[config.mk]
export PLATFORM = sky130hd
export DESIGN_NAME = vrf_wb_arbiter
export DESIGN_NICKNAME = d
export VERILOG_FILES = /design/src/rtl/vrf_wb_arbiter.sv
export SDC_FILE = /design/constraint.sdc
export NUM_CORES = 1
export LEC_CHECK = 0
export BUFFER_PORTS_ARGS = -buffer_cell sky130_fd_sc_hd__buf_4
export CAP_MARGIN = 15
export CORE_MARGIN = 1
export CORE_UTILIZATION = 40
export DETAILED_ROUTE_END_ITERATION = 8
export PLACE_DENSITY = 0.77
export SLEW_MARGIN = 20
export SYNTH_ARGS = -nofsm -noshare
export SYNTH_HDL_FRONTEND = slang
export SYNTH_SLANG_ARGS = --single-unit
[constraint.sdc]
create_clock -name clk_i -period 2 [get_ports clk_i]
set_clock_uncertainty 0.2 [all_clocks]
set_input_delay 0.2 -clock clk_i [delete_from_list [all_inputs] [get_ports clk_i]]
set_output_delay 0.2 -clock clk_i [all_outputs]
set_load 0.005 [all_outputs]
[src/rtl/vrf_wb_arbiter.sv]
// Round-robin write-back arbiter for one lane's VRF write port.
// Grants one requester per cycle into a single-entry output register
// (valid/ready toward the VRF) and keeps per-source saturating stall counters.
module vrf_wb_arbiter #(
  parameter int NrReq = 2,
  parameter int DataW = 64,
  parameter int AddrW = 8,
  parameter int IdW   = 2,
  parameter int CntW  = 16,
  localparam int SrcW  = (NrReq > 1) ? $clog2(NrReq) : 1,
  localparam int StrbW = DataW / 8
) (
  input  logic                     clk_i,
  input  logic                     rst_i,
  input  logic [NrReq-1:0]         req_valid_i,
  output logic [NrReq-1:0]         req_gnt_o,
  input  logic [NrReq*DataW-1:0]   req_wdata_i,
  input  logic [NrReq*StrbW-1:0]   req_wstrb_i,
  input  logic [NrReq*AddrW-1:0]   req_addr_i,
  input  logic [NrReq*IdW-1:0]     req_id_i,
  output logic                     wr_valid_o,
  input  logic                     wr_ready_i,
  output logic [DataW-1:0]         wr_wdata_o,
  output logic [StrbW-1:0]         wr_wstrb_o,
  output logic [AddrW-1:0]         wr_addr_o,
  output logic [IdW-1:0]           wr_id_o,
  output logic [SrcW-1:0]          wr_src_o,
  output logic [NrReq*CntW-1:0]    stall_cnt_o,
  input  logic                     stall_clr_i
);

  // Counter increment that sticks at the all-ones value.
  function automatic logic [CntW-1:0] sat_inc(input logic [CntW-1:0] cnt);
    return (&cnt) ? cnt : cnt + CntW'(1);
  endfunction

  // Round-robin pointer: first index examined by the next scan.
  logic [SrcW-1:0]  ptr;

  // Stage p0: combinational arbitration and field selection.
  logic             can_load_p0;
  logic             gnt_found_p0;
  logic [SrcW-1:0]  gnt_idx_p0;
  logic [NrReq-1:0] gnt_p0;
  logic [DataW-1:0] sel_wdata_p0;
  logic [StrbW-1:0] sel_wstrb_p0;
  logic [AddrW-1:0] sel_addr_p0;
  logic [IdW-1:0]   sel_id_p0;
  int               scan_k;

  // Stage p1: output register toward the VRF.
  logic             vld_p1;
  logic [DataW-1:0] wr_wdata_p1;
  logic [StrbW-1:0] wr_wstrb_p1;
  logic [AddrW-1:0] wr_addr_p1;
  logic [IdW-1:0]   wr_id_p1;
  logic [SrcW-1:0]  wr_src_p1;

  logic [NrReq-1:0][CntW-1:0] stall_cnt;

  // Scan requesters starting at ptr; the first valid one wins when the OR can load.
  always_comb begin
    gnt_p0       = '0;
    gnt_found_p0 = 1'b0;
    gnt_idx_p0   = '0;
    sel_wdata_p0 = '0;
    sel_wstrb_p0 = '0;
    sel_addr_p0  = '0;
    sel_id_p0    = '0;
    scan_k       = 0;
    can_load_p0  = !vld_p1 || wr_ready_i;
    if (can_load_p0 && !rst_i) begin
      for (int off = 0; off < NrReq; off++) begin
        scan_k = (int'(ptr) + off) % NrReq;
        if (!gnt_found_p0 && req_valid_i[scan_k]) begin
          gnt_found_p0       = 1'b1;
          gnt_idx_p0         = SrcW'(scan_k);
          gnt_p0[scan_k]     = 1'b1;
          sel_wdata_p0       = req_wdata_i[scan_k*DataW +: DataW];
          sel_wstrb_p0       = req_wstrb_i[scan_k*StrbW +: StrbW];
          sel_addr_p0        = req_addr_i[scan_k*AddrW +: AddrW];
          sel_id_p0          = req_id_i[scan_k*IdW +: IdW];
        end
      end
    end
  end

  // Load the OR on a grant (retiring any old entry in the same edge), else drain on ready.
  always_ff @(posedge clk_i) begin
    if (rst_i) begin
      vld_p1      <= 1'b0;
      ptr         <= '0;
      wr_wdata_p1 <= '0;
      wr_wstrb_p1 <= '0;
      wr_addr_p1  <= '0;
      wr_id_p1    <= '0;
      wr_src_p1   <= '0;
    end else if (gnt_found_p0) begin
      vld_p1      <= 1'b1;
      ptr         <= SrcW'((int'(gnt_idx_p0) + 1) % NrReq);
      wr_wdata_p1 <= sel_wdata_p0;
      wr_wstrb_p1 <= sel_wstrb_p0;
      wr_addr_p1  <= sel_addr_p0;
      wr_id_p1    <= sel_id_p0;
      wr_src_p1   <= gnt_idx_p0;
    end else if (wr_ready_i) begin
      vld_p1      <= 1'b0;
    end
  end

  // Count cycles each source waits with a valid request; clear wins over increment.
  always_ff @(posedge clk_i) begin
    if (rst_i) begin
      stall_cnt <= '0;
    end else begin
      for (int k = 0; k < NrReq; k++) begin
        if (stall_clr_i) begin
          stall_cnt[k] <= '0;
        end else if (req_valid_i[k] && !gnt_p0[k]) begin
          stall_cnt[k] <= sat_inc(stall_cnt[k]);
        end
      end
    end
  end

  assign req_gnt_o   = gnt_p0;
  assign wr_valid_o  = vld_p1;
  assign wr_wdata_o  = wr_wdata_p1;
  assign wr_wstrb_o  = wr_wstrb_p1;
  assign wr_addr_o   = wr_addr_p1;
  assign wr_id_o     = wr_id_p1;
  assign wr_src_o    = wr_src_p1;
  assign stall_cnt_o = stall_cnt;

endmodule

Word level (Yosys, flattened, before mapping)

Index checks and enable logic that the tools add are counted.

Add/subtract/negate cells: 4
$mul: 0
Muxes and demuxes: 34
Magnitude comparators: 4
Reductions and logical operators: 18
Bitwise logic cells: 4
Equal/unequal tests: 0
Shift operators: 8
Divide/modulo/power cells: 0

Operators with widths:

| operator                | number |
|---|---|
| $shiftx A128 B8 Y64     | 2 |
| $mux W64                | 3 |
| $shiftx A16 B5 Y8       | 4 |
| $mux W8                 | 6 |
| $add A16 B1 Y16 const B | 2 |
| $reduce_and A16 Y1      | 2 |
| $mux W1                 | 16 |
| $mux W2                 | 7 |
| $shiftx A4 B3 Y2        | 2 |
| $logic_and A1 B1 Y1     | 6 |
| $logic_not A1 Y1        | 5 |
| $reduce_and A2 Y1       | 2 |
| $lt A2 B3 Y1 const B    | 1 |
| $add A1 B1 Y1 const B   | 2 |
| $demux W1 S1            | 2 |
| $ge A2 B1 Y1 const B    | 1 |
| $lt A1 B2 Y1 const B    | 1 |
| $not A1 Y1              | 2 |
| $or A2 B2 Y2            | 1 |
| $reduce_bool A2 Y1      | 1 |
| $reduce_or A2 Y1        | 1 |
| $and A1 B1 Y1 const A   | 1 |
| $ge A1 B1 Y1 const B    | 1 |
| $logic_or A1 B1 Y1      | 1 |

Memory bits (read-only): 0
Flip-flop bits (word level): 117
Input bits: 170
Memories kept: 0
Bits in writable memories: 0
Latch bits: 0
Output and inout bits: 118

Longest topological paths before layout

Depth after elaboration: 12
Depth in mapped cells: 7
Mapped depth without buffers: 6

Least setup slack after synthesis

OpenSTA, ideal clock, no wires.

Path type: register to register
From: register stall_cnt (netlist bit stall_cnt_o[3])
To: register stall_cnt (netlist bit stall_cnt_o[13])
Required time: 1.730 ns
Setup time: 0.070 ns
Arrival time: 1.861 ns
Cell stages (with the launch flop): 6
Setup slack: -0.132 ns
Cells stage by stage: dfxtp_1 -> nand4_4 -> or3_1 -> or4_4 -> or3_1 -> a21oi_1

Cells in the longest elaborated chain, start to end: 3
Elaborated cells between the ends (all ways): 4
Classes of those cells: add/sub: 1; bitwise: 1; reduce/logical: 2

Ends and longest elaborated chain:

| element                                                                 | RTL line | RTL |
|---|---|---|
| start: declaration                                                      | 59       | `logic [NrReq-1:0][CntW-1:0] stall_cnt;` |
| start signal: indexed assignment                                        | 120      | `stall_cnt[k] <= sat_inc(stall_cnt[k]);` |
| parallel branches: the longest is 3 deep, another holds $add A16 B1 Y16 | n/a      |  |

Several ways; the timed one is not identified.
A chain may end at the register's enable or synchronous reset.

Worst setup path in the final report

From: register ptr
To: register wr_wdata_p1[36] (netlist: wr_wdata_o[36])

Cells in the longest elaborated chain, start to end: 8
Elaborated cells between the ends (all ways): 18
Classes of those cells: add/sub: 1; shift: 2; mux: 12; bitwise: 1; reduce/logical: 2

Ends and longest elaborated chain:

| element                                                               | RTL line | RTL |
|---|---|---|
| start: declaration                                                    | 38       | `logic [SrcW-1:0] ptr;` |
| start signal: assignment                                              | 100      | `ptr <= SrcW'((int'(gnt_idx_p0) + 1) % NrReq);` |
| parallel branches: the longest is 8 deep, another holds $add A1 B1 Y1 | n/a      |  |
| end signal: assignment                                                | 101      | `wr_wdata_p1 <= sel_wdata_p0;` |
| end: declaration                                                      | 53       | `logic [DataW-1:0] wr_wdata_p1;` |

Several ways; the timed one is not identified. The select of a mux whose other input is x is not followed.

==> results.yml <==
clock_network:
  cts_buffers: 17
  cts_tree: "built"
  cts-root-buf: "clkbuf_16"
  insertion_delay_ps: 400
  cts.sinks: 117
  clkTransAtPathRegs_ps: 60
  cts_max_level: 4
  cts_buffer_depth: 2
run_status:
  outcome: "finished, violations left"
  violations: "negative setup slack"
setup_path:
  critPathCaptureType: "flop"
  critPathKind: "reg2reg"
  cpPeakStageDelay_ps: 480
  critPathLaunch: "ptr"
  critPathMostFrequentCell: "buf_4"
  r2r_end: "wr_wdata_o[36]"
  rr_worst_depth: 7
  crit_fanout: 21
  r2r_start: "ptr"
  crit_chain: "and2_1 > buf_4 > nor2b_4 > buf_4 > bufbuf_16 > a221oi_1 > nor3_1"
  crit_path_start_kind: "flop"
  r2r_setup_slack_ps: -130
  path_delay_family: "buffers and inverters"
  cpMaxStageDelayCell: "a221oi_1"
  crit_buf_inv: 3
  arrival_ps: 2190
  required_ps: 2060
route:
  via_per_inst: 6.09
  via_count: 7464
  first_iter_violations: 858
  post-route-drc-count: 0
  ant_nets: 0
  dr.pass1.iters: 6
  wirelength_mm: 26.7
  post_drt_wl_per_cell_um: 21.8
floorplanning:
  core-area_um2: 12100
  num_io_pins: 288
  dieWidth_um: 113
  initial_core_util_pct: 41.2
  num_rows: 40
  die_y_um: 113
  die_area_um2: 12900
yosys:
  synth_top_area_share_pct: 47.1
  netlist_top_cells_area: "dfxtp_1 (47%), a221oi_1 (14%), nor3_1 (9.0%)"
  ys_ff_latch: 117
  synth_edf_count: 0
  synthMostInstantiatedCell: "dfxtp_1"
  synth-main-ff-cell: "dfxtp_1"
  avgSynthCellArea_um2: 8.59
  ys_seq_area_share_pct: 47.1
  synth_area_um2: 4970
  syn-num-nets: 751
  async_reset_ff_share_pct: 0
  yosysUniqueCellTypes: 39
  synth_area_leader_cell: "dfxtp_1"
  yosys_warnings: 0
  synthTopCellsByCount: "dfxtp_1 (117), nor2_1 (112), nor3_1 (89)"
  syn_inst: 579
sta:
  timing.final.ws_setup_ps: -130
  maxSlewViolCount: 0
  setup_tns_ps: -247
  hold_viol_final: 0
  relSlewSlack_pct: 67.1
  rsz0062_at_grt: "true"
  finalCriticalPeriod_ps: 2130
  fin_crit_sh_pct: 106
  fmax_ghz: 0.470
  tightest_slew_ps: 494
  setup_viol_count_final: 3
placement:
  port_buffers: 287
  gp_congestion: 0.916
  pre_cts_ws_ps: 16.0
  dp_hpwl_mm: 12.8
  placed_area_um2: 7550
final_layout:
  nets: 1217
  layout-drive-gt1-share_pct: 38.2
  stdcell_area_um2: 10100
  area_delta_synth_final_pct: 103
  antenna_cells: 0
grt:
  grt_max_degree: 59
  grt_pass1_wl_mm: 38.1
  grt_usage_pct: 38.2
  grt_pass1_vias: 7435
  gr-total-overflow: 0
  antenna_found_initial: 0
run:
  maxCapViolCount: 0
hold_path:
  hp-class: "in2reg"
  hp-start: "rst_i"
  whs_endpoint: "stall_cnt_o[5]"
  hold_depth: 3
pwr:
  p_leak_nw: 4.33
  vdd_drop_max_mv: 0.572
  p_total_mw: 7.14
  p_per_area_nw_per_um2: 709
## registers in the layout (all words and copies together) (netlist names)
| signal | flops |
|---|---|
| wr_src_o | 1 |
| wr_valid_o | 1 |
| wr_wstrb_o | 8 |
| stall_cnt_o | 32 |
| wr_id_o | 2 |
| wr_addr_o | 8 |
| ptr | 1 |
| wr_wdata_o | 64 |
## final cells by class
type | count | area, um^2
timing repair buffer | 498 | 4300
multi-input combinational | 409 | 2630
sequential | 117 | 2360
fill | 568 | 1980
clock buffer | 23 | 478
tap | 168 | 210
clock inverter | 9 | 101
inverter | 2 | 7.51
## metal layers
metal / track usage (%) / share of wire, % / vias up
met3: 11.1 / 10 / 223
met5: 0 / 0 / -
met1: 40.4 / 34 / 3470
met4: 28.7 / 8.8 / 0
met2: 64.4 / 47 / 655
li1: - / - / 3116
## report_power, final
part	switching, mW	total, mW	leakage, nW	internal, mW
Clock	1.07	2.99	0.287	1.92
Sequential	0.100	2.58	0.965	2.48
Combinational	0.724	1.57	3.08	0.849
Total	1.89	7.14	4.33	5.25
## cell families after synthesis
logic type / synth area share (%)
xor gates and xnor gates: 3.52
buffers and inverters: 4.00
adders and majority gates: 0.503
and+or+nand+nor: 26.6
DFF: 47.1
AOI/OAI and AO/OA: 18.3
## placed cells by master, fill, tap and decap left out, types with 4 or more instances in the layout
cell           netlist  layout
nor3_1              89      89
buf_4                0     321
clkinv_2             0       5
o21ai_0              7       4
nor4_1              14      10
xnor2_1             18      18
a221oi_1            82      70
buf_12               0       8
a221oi_2             0      12
a21oi_1              7       6
nand2_1             13      13
nor2_1             112     109
nand3_1             14      14
dfxtp_1            117     111
clkbuf_16            0      18
dlygate4sd3_1        0     167
nand4_1              6       6
## repair_timing
| action | in CTS | in global routing |
|---|---|---|
| pin swaps | 0 | 3 |
| gates resized for setup | 1 | 29 |
| hold buffers | 167 | 0 |
| hold endpoints to repair | 87 | 0 |
| setup endpoints to repair | 6 | 33 |
| cloned | 1 | 1 |
| setup buffers | 1 | 8 |
## worst max path at each step
stage                     slack, ps  cells past startpoint              end
after floorplan                  20                      6   stall_cnt_o[9]
after global routing           -120                      6   wr_wdata_o[15]
after global placement           50                      5  stall_cnt_o[13]
after detailed placement         20                      6   stall_cnt_o[7]
after CTS                         6                      5  stall_cnt_o[13]
final                          -130                      7   wr_wdata_o[36]
## stage by stage
stage	cells	utilization [%]	hold WS, ps
floorplan	579	-	172
global placement	1016	62.6	272
detailed placement	1016	62.6	287
CTS	1217	81.7	82.7
global route	1226	83.6	115
finish	1226	83.6	106
## tightest hold or removal path: stages
cell and delay [ps]:
buf_4 120, or2_2 270, nor2_1 70
(Power assumes the default switching activity.)
